## src/rtl/ibex_instr_writer_pkg.sv

```systemverilog
// ibex_instr_writer_pkg
// Shared types for the instruction writer:
//   opcode_e        - RV32I / CUSTOM_0 major opcodes of the core's opcode map
//   instr_fmt_e     - encoding format selected by an opcode
//   writer_state_e  - drain FSM states
//   opcode_fmt()    - maps an opcode to its encoding format (FMT_NONE = not encodable)
package ibex_instr_writer_pkg;

  typedef enum logic [6:0] {
    OPCODE_LOAD     = 7'h03,
    OPCODE_CUSTOM_0 = 7'h0b,
    OPCODE_MISC_MEM = 7'h0f,
    OPCODE_OP_IMM   = 7'h13,
    OPCODE_AUIPC    = 7'h17,
    OPCODE_STORE    = 7'h23,
    OPCODE_OP       = 7'h33,
    OPCODE_LUI      = 7'h37,
    OPCODE_BRANCH   = 7'h63,
    OPCODE_JALR     = 7'h67,
    OPCODE_JAL      = 7'h6f,
    OPCODE_SYSTEM   = 7'h73
  } opcode_e;

  typedef enum logic [2:0] {
    FMT_R,
    FMT_I,
    FMT_S,
    FMT_U,
    FMT_NONE
  } instr_fmt_e;

  typedef enum logic [1:0] {
    WR_IDLE,
    WR_REQ,
    WR_WAIT
  } writer_state_e;

  // BRANCH and JAL use B/J immediates that this writer does not build, so
  // they fall into FMT_NONE together with unknown opcodes.
  function automatic instr_fmt_e opcode_fmt(input logic [6:0] op);
    instr_fmt_e fmt;
    case (op)
      OPCODE_OP, OPCODE_CUSTOM_0:                 fmt = FMT_R;
      OPCODE_OP_IMM, OPCODE_LOAD, OPCODE_JALR,
      OPCODE_SYSTEM, OPCODE_MISC_MEM:             fmt = FMT_I;
      OPCODE_STORE:                               fmt = FMT_S;
      OPCODE_LUI, OPCODE_AUIPC:                   fmt = FMT_U;
      default:                                    fmt = FMT_NONE;
    endcase
    return fmt;
  endfunction

endpackage

```

## src/rtl/ibex_instr_writer_if.sv

```systemverilog
// ibex_instr_writer_if
// Ibex-style instruction-memory write port.
//   req/addr/we/be/wdata : driven by the writer (master)
//   gnt/rvalid/err       : driven by the memory (slave); err is qualified by rvalid
interface ibex_instr_writer_if;
  logic        req;
  logic        gnt;
  logic        rvalid;
  logic        err;
  logic [31:0] addr;
  logic        we;
  logic [3:0]  be;
  logic [31:0] wdata;

  modport master (output req, addr, we, be, wdata, input gnt, rvalid, err);
  modport slave  (input req, addr, we, be, wdata, output gnt, rvalid, err);
endinterface

```

## src/rtl/ibex_instr_writer_fifo.sv

```systemverilog
// ibex_instr_writer_fifo
// Synchronous FIFO of DEPTH x WIDTH holding encoded instruction words.
//   clk_i, rst_ni : clock, asynchronous active-low reset
//   push_i/wdata_i: write an entry (honoured when not full, or when full with a pop)
//   pop_i/rdata_o : rdata_o shows the head; pop_i removes it
//   full_o, empty_o, count_o : occupancy status (count is clog2(DEPTH)+1 bits)
module ibex_instr_writer_fifo #(
  parameter int DEPTH = 4,
  parameter int WIDTH = 32
) (
  input  logic                       clk_i,
  input  logic                       rst_ni,
  input  logic                       push_i,
  input  logic [WIDTH-1:0]           wdata_i,
  input  logic                       pop_i,
  output logic [WIDTH-1:0]           rdata_o,
  output logic                       full_o,
  output logic                       empty_o,
  output logic [$clog2(DEPTH):0]     count_o
);
  localparam int PW = $clog2(DEPTH);
  localparam int CW = PW + 1;

  logic [WIDTH-1:0] storage [DEPTH];
  logic [PW-1:0]    wr_ptr_reg, rd_ptr_reg;
  logic [CW-1:0]    count_reg;
  logic             do_push, do_pop;

  assign full_o  = (count_reg == CW'(DEPTH));
  assign empty_o = (count_reg == '0);
  assign count_o = count_reg;

  // A full FIFO can still take a push when the head leaves in the same cycle.
  assign do_pop  = pop_i && !empty_o;
  assign do_push = push_i && (!full_o || do_pop);

  // Head is read directly so the drain FSM can capture it on the pop cycle.
  assign rdata_o = storage[rd_ptr_reg];

  always_ff @(posedge clk_i) begin
    if (do_push) begin
      storage[wr_ptr_reg] <= wdata_i;
    end
  end

  always_ff @(posedge clk_i or negedge rst_ni) begin
    if (!rst_ni) begin
      wr_ptr_reg <= '0;
      rd_ptr_reg <= '0;
      count_reg  <= '0;
    end else begin
      if (do_push) wr_ptr_reg <= wr_ptr_reg + PW'(1);
      if (do_pop)  rd_ptr_reg <= rd_ptr_reg + PW'(1);
      if (do_push && !do_pop)      count_reg <= count_reg + CW'(1);
      else if (do_pop && !do_push) count_reg <= count_reg - CW'(1);
    end
  end
endmodule

```

## src/rtl/ibex_instr_writer.sv

```systemverilog
// ibex_instr_writer
// Encodes field-level instruction requests into 32-bit RV32I/CUSTOM_0 words,
// buffers them in a FIFO and writes them to instruction memory at sequential
// word addresses (wrapping inside a SIZE_WORDS window starting at BASE_ADDR).
// Ports:
//   clk_i, rst_ni         : clock, asynchronous active-low reset
//   start_i               : rewind write pointer to BASE_ADDR and clear err_o
//                           (deferred to the end of an in-flight write)
//   req_valid_i/ready_o   : request handshake; opcode_i, rd_i, rs1_i, rs2_i,
//                           funct3_i, funct7_i, imm_i carry the fields
//   mem                   : write port (ibex_instr_writer_if.master)
//   busy_o                : FIFO non-empty or write in flight
//   err_o                 : sticky; dropped request or memory error
//   words_written_o       : successful writes, saturating
// Build option: define IBEX_INSTR_WRITER_RANGE_CHECK_EN to reject immediates
// that do not fit the selected format instead of truncating them.
module ibex_instr_writer
  import ibex_instr_writer_pkg::*;
#(
  parameter int unsigned DEPTH      = 4,
  parameter logic [31:0] BASE_ADDR  = 32'h0000_0000,
  parameter int unsigned SIZE_WORDS = 1024
) (
  input  logic        clk_i,
  input  logic        rst_ni,
  input  logic        start_i,
  input  logic        req_valid_i,
  output logic        req_ready_o,
  input  logic [6:0]  opcode_i,
  input  logic [4:0]  rd_i,
  input  logic [4:0]  rs1_i,
  input  logic [4:0]  rs2_i,
  input  logic [2:0]  funct3_i,
  input  logic [6:0]  funct7_i,
  input  logic [31:0] imm_i,
  ibex_instr_writer_if.master mem,
  output logic        busy_o,
  output logic        err_o,
  output logic [15:0] words_written_o
);
  localparam int          CNTW      = $clog2(DEPTH) + 1;
  localparam logic [31:0] LAST_ADDR = BASE_ADDR + 32'(4 * (SIZE_WORDS - 1));

  // ---------------- encoder ----------------
  instr_fmt_e  fmt;
  logic [31:0] enc_word;
  logic        range_ok;

  always_comb begin
    fmt      = opcode_fmt(opcode_i);
    enc_word = '0;
    case (fmt)
      FMT_R:   enc_word = {funct7_i, rs2_i, rs1_i, funct3_i, rd_i, opcode_i};
      FMT_I:   enc_word = {imm_i[11:0], rs1_i, funct3_i, rd_i, opcode_i};
      FMT_S:   enc_word = {imm_i[11:5], rs2_i, rs1_i, funct3_i, imm_i[4:0], opcode_i};
      FMT_U:   enc_word = {imm_i[31:12], rd_i, opcode_i};
      default: enc_word = '0;
    endcase
  end

`ifdef IBEX_INSTR_WRITER_RANGE_CHECK_EN
  // I/S immediates must be a sign-extended 12-bit value; U immediates must
  // have no low bits set.
  always_comb begin
    range_ok = 1'b1;
    if (fmt == FMT_I || fmt == FMT_S) begin
      range_ok = (imm_i[31:11] == {21{imm_i[11]}});
    end else if (fmt == FMT_U) begin
      range_ok = (imm_i[11:0] == 12'h000);
    end
  end
`else
  assign range_ok = 1'b1;
`endif

  // ---------------- FIFO ----------------
  logic            fifo_full, fifo_empty, pop, push, accept, drop_err;
  logic [31:0]     fifo_rdata;
  logic [CNTW-1:0] fifo_count;

  assign req_ready_o = !fifo_full;
  assign accept      = req_valid_i && req_ready_o;
  assign push        = accept && (fmt != FMT_NONE) && range_ok;
  assign drop_err    = accept && !push;

  ibex_instr_writer_fifo #(
    .DEPTH (DEPTH),
    .WIDTH (32)
  ) u_fifo (
    .clk_i   (clk_i),
    .rst_ni  (rst_ni),
    .push_i  (push),
    .wdata_i (enc_word),
    .pop_i   (pop),
    .rdata_o (fifo_rdata),
    .full_o  (fifo_full),
    .empty_o (fifo_empty),
    .count_o (fifo_count)
  );

  // ---------------- drain FSM ----------------
  writer_state_e state_reg, state_next;
  logic [31:0]   addr_reg, addr_next;
  logic [31:0]   wdata_reg, wdata_next;
  logic          err_reg, err_next;
  logic          start_pend_reg, start_pend_next;
  logic [15:0]   count_reg, count_next;

  always_comb begin
    state_next      = state_reg;
    addr_next       = addr_reg;
    wdata_next      = wdata_reg;
    err_next        = err_reg;
    start_pend_next = start_pend_reg;
    count_next      = count_reg;
    pop             = 1'b0;

    case (state_reg)
      WR_IDLE: begin
        if (start_i) begin
          addr_next = BASE_ADDR;
          err_next  = 1'b0;
        end
        if (!fifo_empty) begin
          pop        = 1'b1;
          wdata_next = fifo_rdata;
          state_next = WR_REQ;
        end
      end
      WR_REQ: begin
        // An issued request is never withdrawn; a rewind waits for completion.
        if (start_i) start_pend_next = 1'b1;
        if (mem.gnt) state_next = WR_WAIT;
      end
      WR_WAIT: begin
        if (start_i) start_pend_next = 1'b1;
        if (mem.rvalid) begin
          // A rewind arriving with (or before) the response beats the increment.
          if (start_i || start_pend_reg) begin
            addr_next       = BASE_ADDR;
            err_next        = 1'b0;
            start_pend_next = 1'b0;
          end else begin
            addr_next = (addr_reg == LAST_ADDR) ? BASE_ADDR : addr_reg + 32'd4;
          end
          if (mem.err) begin
            err_next = 1'b1;
          end else if (count_reg != 16'hFFFF) begin
            count_next = count_reg + 16'd1;
          end
          if (!fifo_empty) begin
            pop        = 1'b1;
            wdata_next = fifo_rdata;
            state_next = WR_REQ;
          end else begin
            state_next = WR_IDLE;
          end
        end
      end
      default: state_next = WR_IDLE;
    endcase

    if (drop_err) err_next = 1'b1;
  end

  always_ff @(posedge clk_i or negedge rst_ni) begin
    if (!rst_ni) begin
      state_reg      <= WR_IDLE;
      addr_reg       <= BASE_ADDR;
      wdata_reg      <= '0;
      err_reg        <= 1'b0;
      start_pend_reg <= 1'b0;
      count_reg      <= '0;
    end else begin
      state_reg      <= state_next;
      addr_reg       <= addr_next;
      wdata_reg      <= wdata_next;
      err_reg        <= err_next;
      start_pend_reg <= start_pend_next;
      count_reg      <= count_next;
    end
  end

  assign mem.req         = (state_reg == WR_REQ);
  assign mem.addr        = addr_reg;
  assign mem.wdata       = wdata_reg;
  assign mem.we          = 1'b1;
  assign mem.be          = 4'hF;
  assign busy_o          = (fifo_count != '0) || (state_reg != WR_IDLE);
  assign err_o           = err_reg;
  assign words_written_o = count_reg;
endmodule

```

## src/flat_wrapper.sv

```systemverilog
// flat-port wrapper written by rule: the top's interface ports become plain ports
module ibex_instr_writer_flat import ibex_instr_writer_pkg::*;
#(
  parameter int unsigned DEPTH      = 4,
  parameter logic [31:0] BASE_ADDR  = 32'h0000_0000,
  parameter int unsigned SIZE_WORDS = 1024
)
  (clk_i, rst_ni, start_i, req_valid_i, req_ready_o, opcode_i, rd_i, rs1_i, rs2_i, funct3_i, funct7_i, imm_i, busy_o, err_o, words_written_o, mem_req, mem_addr, mem_we, mem_be, mem_wdata, mem_gnt, mem_rvalid, mem_err);
  ibex_instr_writer_if mem_i ();
  input  logic clk_i;
  input  logic rst_ni;
  input  logic start_i;
  input  logic req_valid_i;
  output logic req_ready_o;
  input  logic [6:0] opcode_i;
  input  logic [4:0] rd_i;
  input  logic [4:0] rs1_i;
  input  logic [4:0] rs2_i;
  input  logic [2:0] funct3_i;
  input  logic [6:0] funct7_i;
  input  logic [31:0] imm_i;
  output logic busy_o;
  output logic err_o;
  output logic [15:0] words_written_o;
  output wire logic [$bits(mem_i.req)-1:0] mem_req;
  output wire logic [$bits(mem_i.addr)-1:0] mem_addr;
  output wire logic [$bits(mem_i.we)-1:0] mem_we;
  output wire logic [$bits(mem_i.be)-1:0] mem_be;
  output wire logic [$bits(mem_i.wdata)-1:0] mem_wdata;
  input wire logic [$bits(mem_i.gnt)-1:0] mem_gnt;
  input wire logic [$bits(mem_i.rvalid)-1:0] mem_rvalid;
  input wire logic [$bits(mem_i.err)-1:0] mem_err;
  assign mem_req = mem_i.req;
  assign mem_addr = mem_i.addr;
  assign mem_we = mem_i.we;
  assign mem_be = mem_i.be;
  assign mem_wdata = mem_i.wdata;
  assign mem_i.gnt = mem_gnt;
  assign mem_i.rvalid = mem_rvalid;
  assign mem_i.err = mem_err;
  ibex_instr_writer #(.DEPTH(DEPTH), .BASE_ADDR(BASE_ADDR), .SIZE_WORDS(SIZE_WORDS)) u_core (.clk_i(clk_i), .rst_ni(rst_ni), .start_i(start_i), .req_valid_i(req_valid_i), .req_ready_o(req_ready_o), .opcode_i(opcode_i), .rd_i(rd_i), .rs1_i(rs1_i), .rs2_i(rs2_i), .funct3_i(funct3_i), .funct7_i(funct7_i), .imm_i(imm_i), .mem(mem_i), .busy_o(busy_o), .err_o(err_o), .words_written_o(words_written_o));
endmodule
```

## config.mk

```make
export PLATFORM = sky130hd
export DESIGN_NAME = ibex_instr_writer_flat
export DESIGN_NICKNAME = d
export VERILOG_FILES = /design/src/rtl/ibex_instr_writer_pkg.sv /design/src/rtl/ibex_instr_writer_if.sv /design/src/rtl/ibex_instr_writer_fifo.sv /design/src/rtl/ibex_instr_writer.sv /design/src/flat_wrapper.sv
export SDC_FILE = /design/constraint.sdc
export NUM_CORES = 1
export LEC_CHECK = 0
export ABC_AREA = 1
export CAP_MARGIN = 15
export CORE_MARGIN = 4
export CORE_UTILIZATION = 40
export CTS_CLUSTER_SIZE = 10
export DETAILED_ROUTE_END_ITERATION = 16
export GPL_TIMING_DRIVEN = 0
export HOLD_SLACK_MARGIN = 0.02
export PLACE_DENSITY = 0.73
export SLEW_MARGIN = 10
export SYNTH_ARGS = -nofsm -noshare
export SYNTH_HDL_FRONTEND = slang
export SYNTH_HIERARCHICAL = 1
export SYNTH_SLANG_ARGS = --single-unit
```

## constraint.sdc

```tcl
create_clock -name clk_i -period 8 [get_ports clk_i]
set_input_delay 2.4 -clock clk_i [delete_from_list [all_inputs] [get_ports clk_i]]
set_output_delay 2.4 -clock clk_i [all_outputs]
set_load 0.02 [all_outputs]
```

==> flow_summary.json <==
{
  "antenna_found_initial": 0,
  "p_int_mw": 2.652,
  "clkTransAtPathRegs_ns": 0.05,
  "die-width_um": 169.0,
  "synth_area_mm2": 0.01037,
  "p_leak_nw": 5.225,
  "fin_skew_ns": 0.01895,
  "tightest_slew_ns": 0.6666,
  "wl_per_cell_um": 15.95,
  "dp.cells": 1553,
  "die-area_mm2": 0.02857,
  "coreArea_mm2": 0.02533,
  "cts_resized": 0,
  "crit_path_max_fanout": 17,
  "initial_core_util_pct": 40.96,
  "start_kind": "input pin",
  "grt_pass1_wl_um": 40700,
  "globalRoute.totalOverflow": 0,
  "p_sw_mw": 1.416,
  "drt-total-wl_um": 25500,
  "clock-sinks": 217,
  "diodes": 0,
  "power_density_mw_per_mm2": 307.2,
  "stdcell_area_mm2": 0.01324,
  "multi_input_comb_area_mm2": 0.003729,
  "synthArstFlopShare_pct": 41.01,
  "fin_cells": 1599,
  "synth_cells": 1061,
  "setup_viol": 0,
  "drt-initial-drc-count": 608,
  "ys.warnings.count": 6,
  "ys_seq_area_share_pct": 58.52,
  "worstSetupPathType": "input pin to flip-flop",
  "die_y_um": 169.0,
  "grt_max_degree": 57,
  "maxSlewViolCount": 0,
  "outcome": "finished clean",
  "finalCoreUtilization_pct": 52.29,
  "largest_reg_flops": 128,
  "seq_power_share_pct": 35.3,
  "hold_viol_final": 0,
  "rsz0062_at_grt": "false",
  "max-slew-margin-rel_pct": 55.45,
  "p_total_mw": 4.068,
  "ys.flop_type": "edfxtp_1",
  "vias": 8066,
  "finalCriticalPeriod_ns": 5.289,
  "nets": 1334,
  "syn_avg_cell_area_um2": 9.777,
  "synth.distinct_cells": 42,
  "seq_area_mm2": 0.006071,
  "switching_share_pct": 34.81,
  "ir_worst_vdd_mv": 0.1731,
  "worst_ep_required_time_ns": 8.21,
  "hp-class": "flip-flop to flip-flop",
  "firstDrtPassIters": 5,
  "worstSkewPairLatency_ns": 0.52,
  "clk_path_buf_depth": 3,
  "combinationalPowerShare_pct": 38.7,
  "worstPathArrival_ns": 5.50,
  "io_buffers": 152,
  "synth-edff-count": 128,
  "cts_setup_buffers": 0,
  "fmax_mhz": 189.1,
  "hold_ws_ns": 0.5010,
  "drc": 0,
  "ant_nets": 0,
  "fin_ws_ns": 2.711,
  "ys_ff_latch": 217,
  "grt_usage_pct": 17.59,
  "num_io_pins": 160,
  "cts_buffers": 26,
  "hold_buffers": 0,
  "htree_levels": 1,
  "place_hpwl_um": 18360,
  "clockRootBuffer": "clkbuf_16",
  "cp-end-kind": "flip-flop",
  "cts_tree": "yes",
  "clkPwrFrac_pct": 26.0,
  "final.setup.tns_ns": 0,
  "placed_area_mm2": 0.01248,
  "num_rows": 58,
  "drive_gt1_share_pct": 11.03,
  "grt_pass1_vias": 7883,
  "place_congestion": 0.8981,
  "area_growth_pct": 27.67,
  "fill_cells": 2226,
  "fin_crit_sh_pct": 66.11,
  "max-cap-violations": 0,
  "place_ws_ns": 2.206,
  "via_per_inst": 5.044
}
## power by group through the flow
stage	combinational [mW]	sequential, mW	clock [mW]
floorplan	0.879	1.57	0
global placement	1.53	1.45	0
detailed placement	1.58	1.46	0
CTS	1.59	1.44	1.08
global route	1.72	1.46	1.13
finish	1.57	1.44	1.06
## path summary, 6_finish.rpt
check | startpoint | to | slack (ns) | cells after the start
min in group asynchronous | rst_ni | u_core/err_o$_DFFE_PN0P_ | 1.85 | 1
worst min register to register | u_core/mem.wdata[14]$_DFFE_PN0P_ | u_core/mem.wdata[14]$_DFFE_PN0P_ | 0.50 | 1
worst min-delay path | u_core/mem.wdata[14]$_DFFE_PN0P_ | u_core/mem.wdata[14]$_DFFE_PN0P_ | 0.50 | 1
worst max-delay path | opcode_i[2] | u_core/u_fifo/storage[1][2]$_DFFE_PP_ | 2.71 | 12
max in group asynchronous | rst_ni | u_core/mem.wdata[6]$_DFFE_PN0P_ | 5.47 | 2
worst max register to register | u_core/state_reg[0]$_DFFE_PN0P_ | u_core/u_fifo/storage[1][2]$_DFFE_PP_ | 5.01 | 9
## metal layers
metal / vias up / global-route usage, % / wire length (µm)
li1: 3937 / - / -
met5: - / 0 / 0
met3: 40 / 4.484 / 2355
met2: 318 / 29.02 / 11740
met4: 0 / 3.535 / 395
met1: 3771 / 23.78 / 11010
## logic make-up (layout without fill, tap and decap cells)
kind of cell             Yosys count  after routing  share of synthesized area [%]
AO/OA/AOI/OAI                    155            155                          7.780
XOR/XNOR                          24             24                          2.026
adder cells (fa/ha/maj)           12             12                          1.520
buffers and inverters            126            329                          6.007
flip-flops                       217            217                          58.52
multiplexers                      32             32                          3.474
other                              2              7                        0.07239
AND/OR/NAND/NOR                  493            493                          20.60
## Yosys cell counts, types with 2 or more instances
library cell	count	share of area [%]
a21oi_1	8	0.39
a22oi_1	8	0.58
buf_2	10	0.48
buf_4	11	0.80
buf_6	11	1.2
clkbuf_1	10	0.36
conb_1	2	0.072
dfrtp_1	89	21
edfxtp_1	128	37
ha_1	11	1.3
inv_1	77	2.8
inv_2	4	0.14
mux2_2	32	3.5
nand2_1	197	7.1
nand2_2	6	0.36
nand3_1	56	2.7
nand3_2	2	0.19
nand3b_1	2	0.14
nand4_1	16	0.96
nor2_1	172	6.2
nor2_2	14	0.84
nor2_4	2	0.22
nor3_1	18	0.87
nor3_2	2	0.19
o21ai_0	40	1.9
o21ai_1	95	4.6
xnor2_1	13	1.1
xor2_1	11	0.93
## cells in the final DEF, fill, tap and decap left out, types with 16 or more instances in the layout
cell / netlist / routed
o21ai_0: 40 / 40
clkbuf_1: 10 / 27
nand4_1: 16 / 16
o21ai_1: 95 / 95
nor2_1: 172 / 168
clkdlybuf4s50_1: 0 / 151
clkbuf_16: 0 / 26
nor3_1: 18 / 18
nand2_1: 197 / 197
dfrtp_1: 89 / 89
edfxtp_1: 128 / 128
inv_1: 77 / 77
mux2_2: 32 / 32
nand3_1: 56 / 56
## layout make-up
type	instances	area share, %
buffer	43	2.333
clock buffer	43	5.394
clock inverter	3	0.3968
inverter	83	2.371
multi-input combinational	723	28.15
sequential	217	45.84
tap	330	3.118
timing repair buffer	157	12.39
## critical path, stage by stage
cell,delay [ns]
clkdlybuf4s50_1,0.57
inv_1,0.11
nor3_2,0.19
nand4_1,0.15
nand3_2,0.18
inv_1,0.07
nand2_1,0.25
inv_1,0.20
nor2_1,0.19
nand2_1,0.31
nor2_4,0.62
buf_16,0.24
Note: power is estimated with default switching activity, not from simulation.
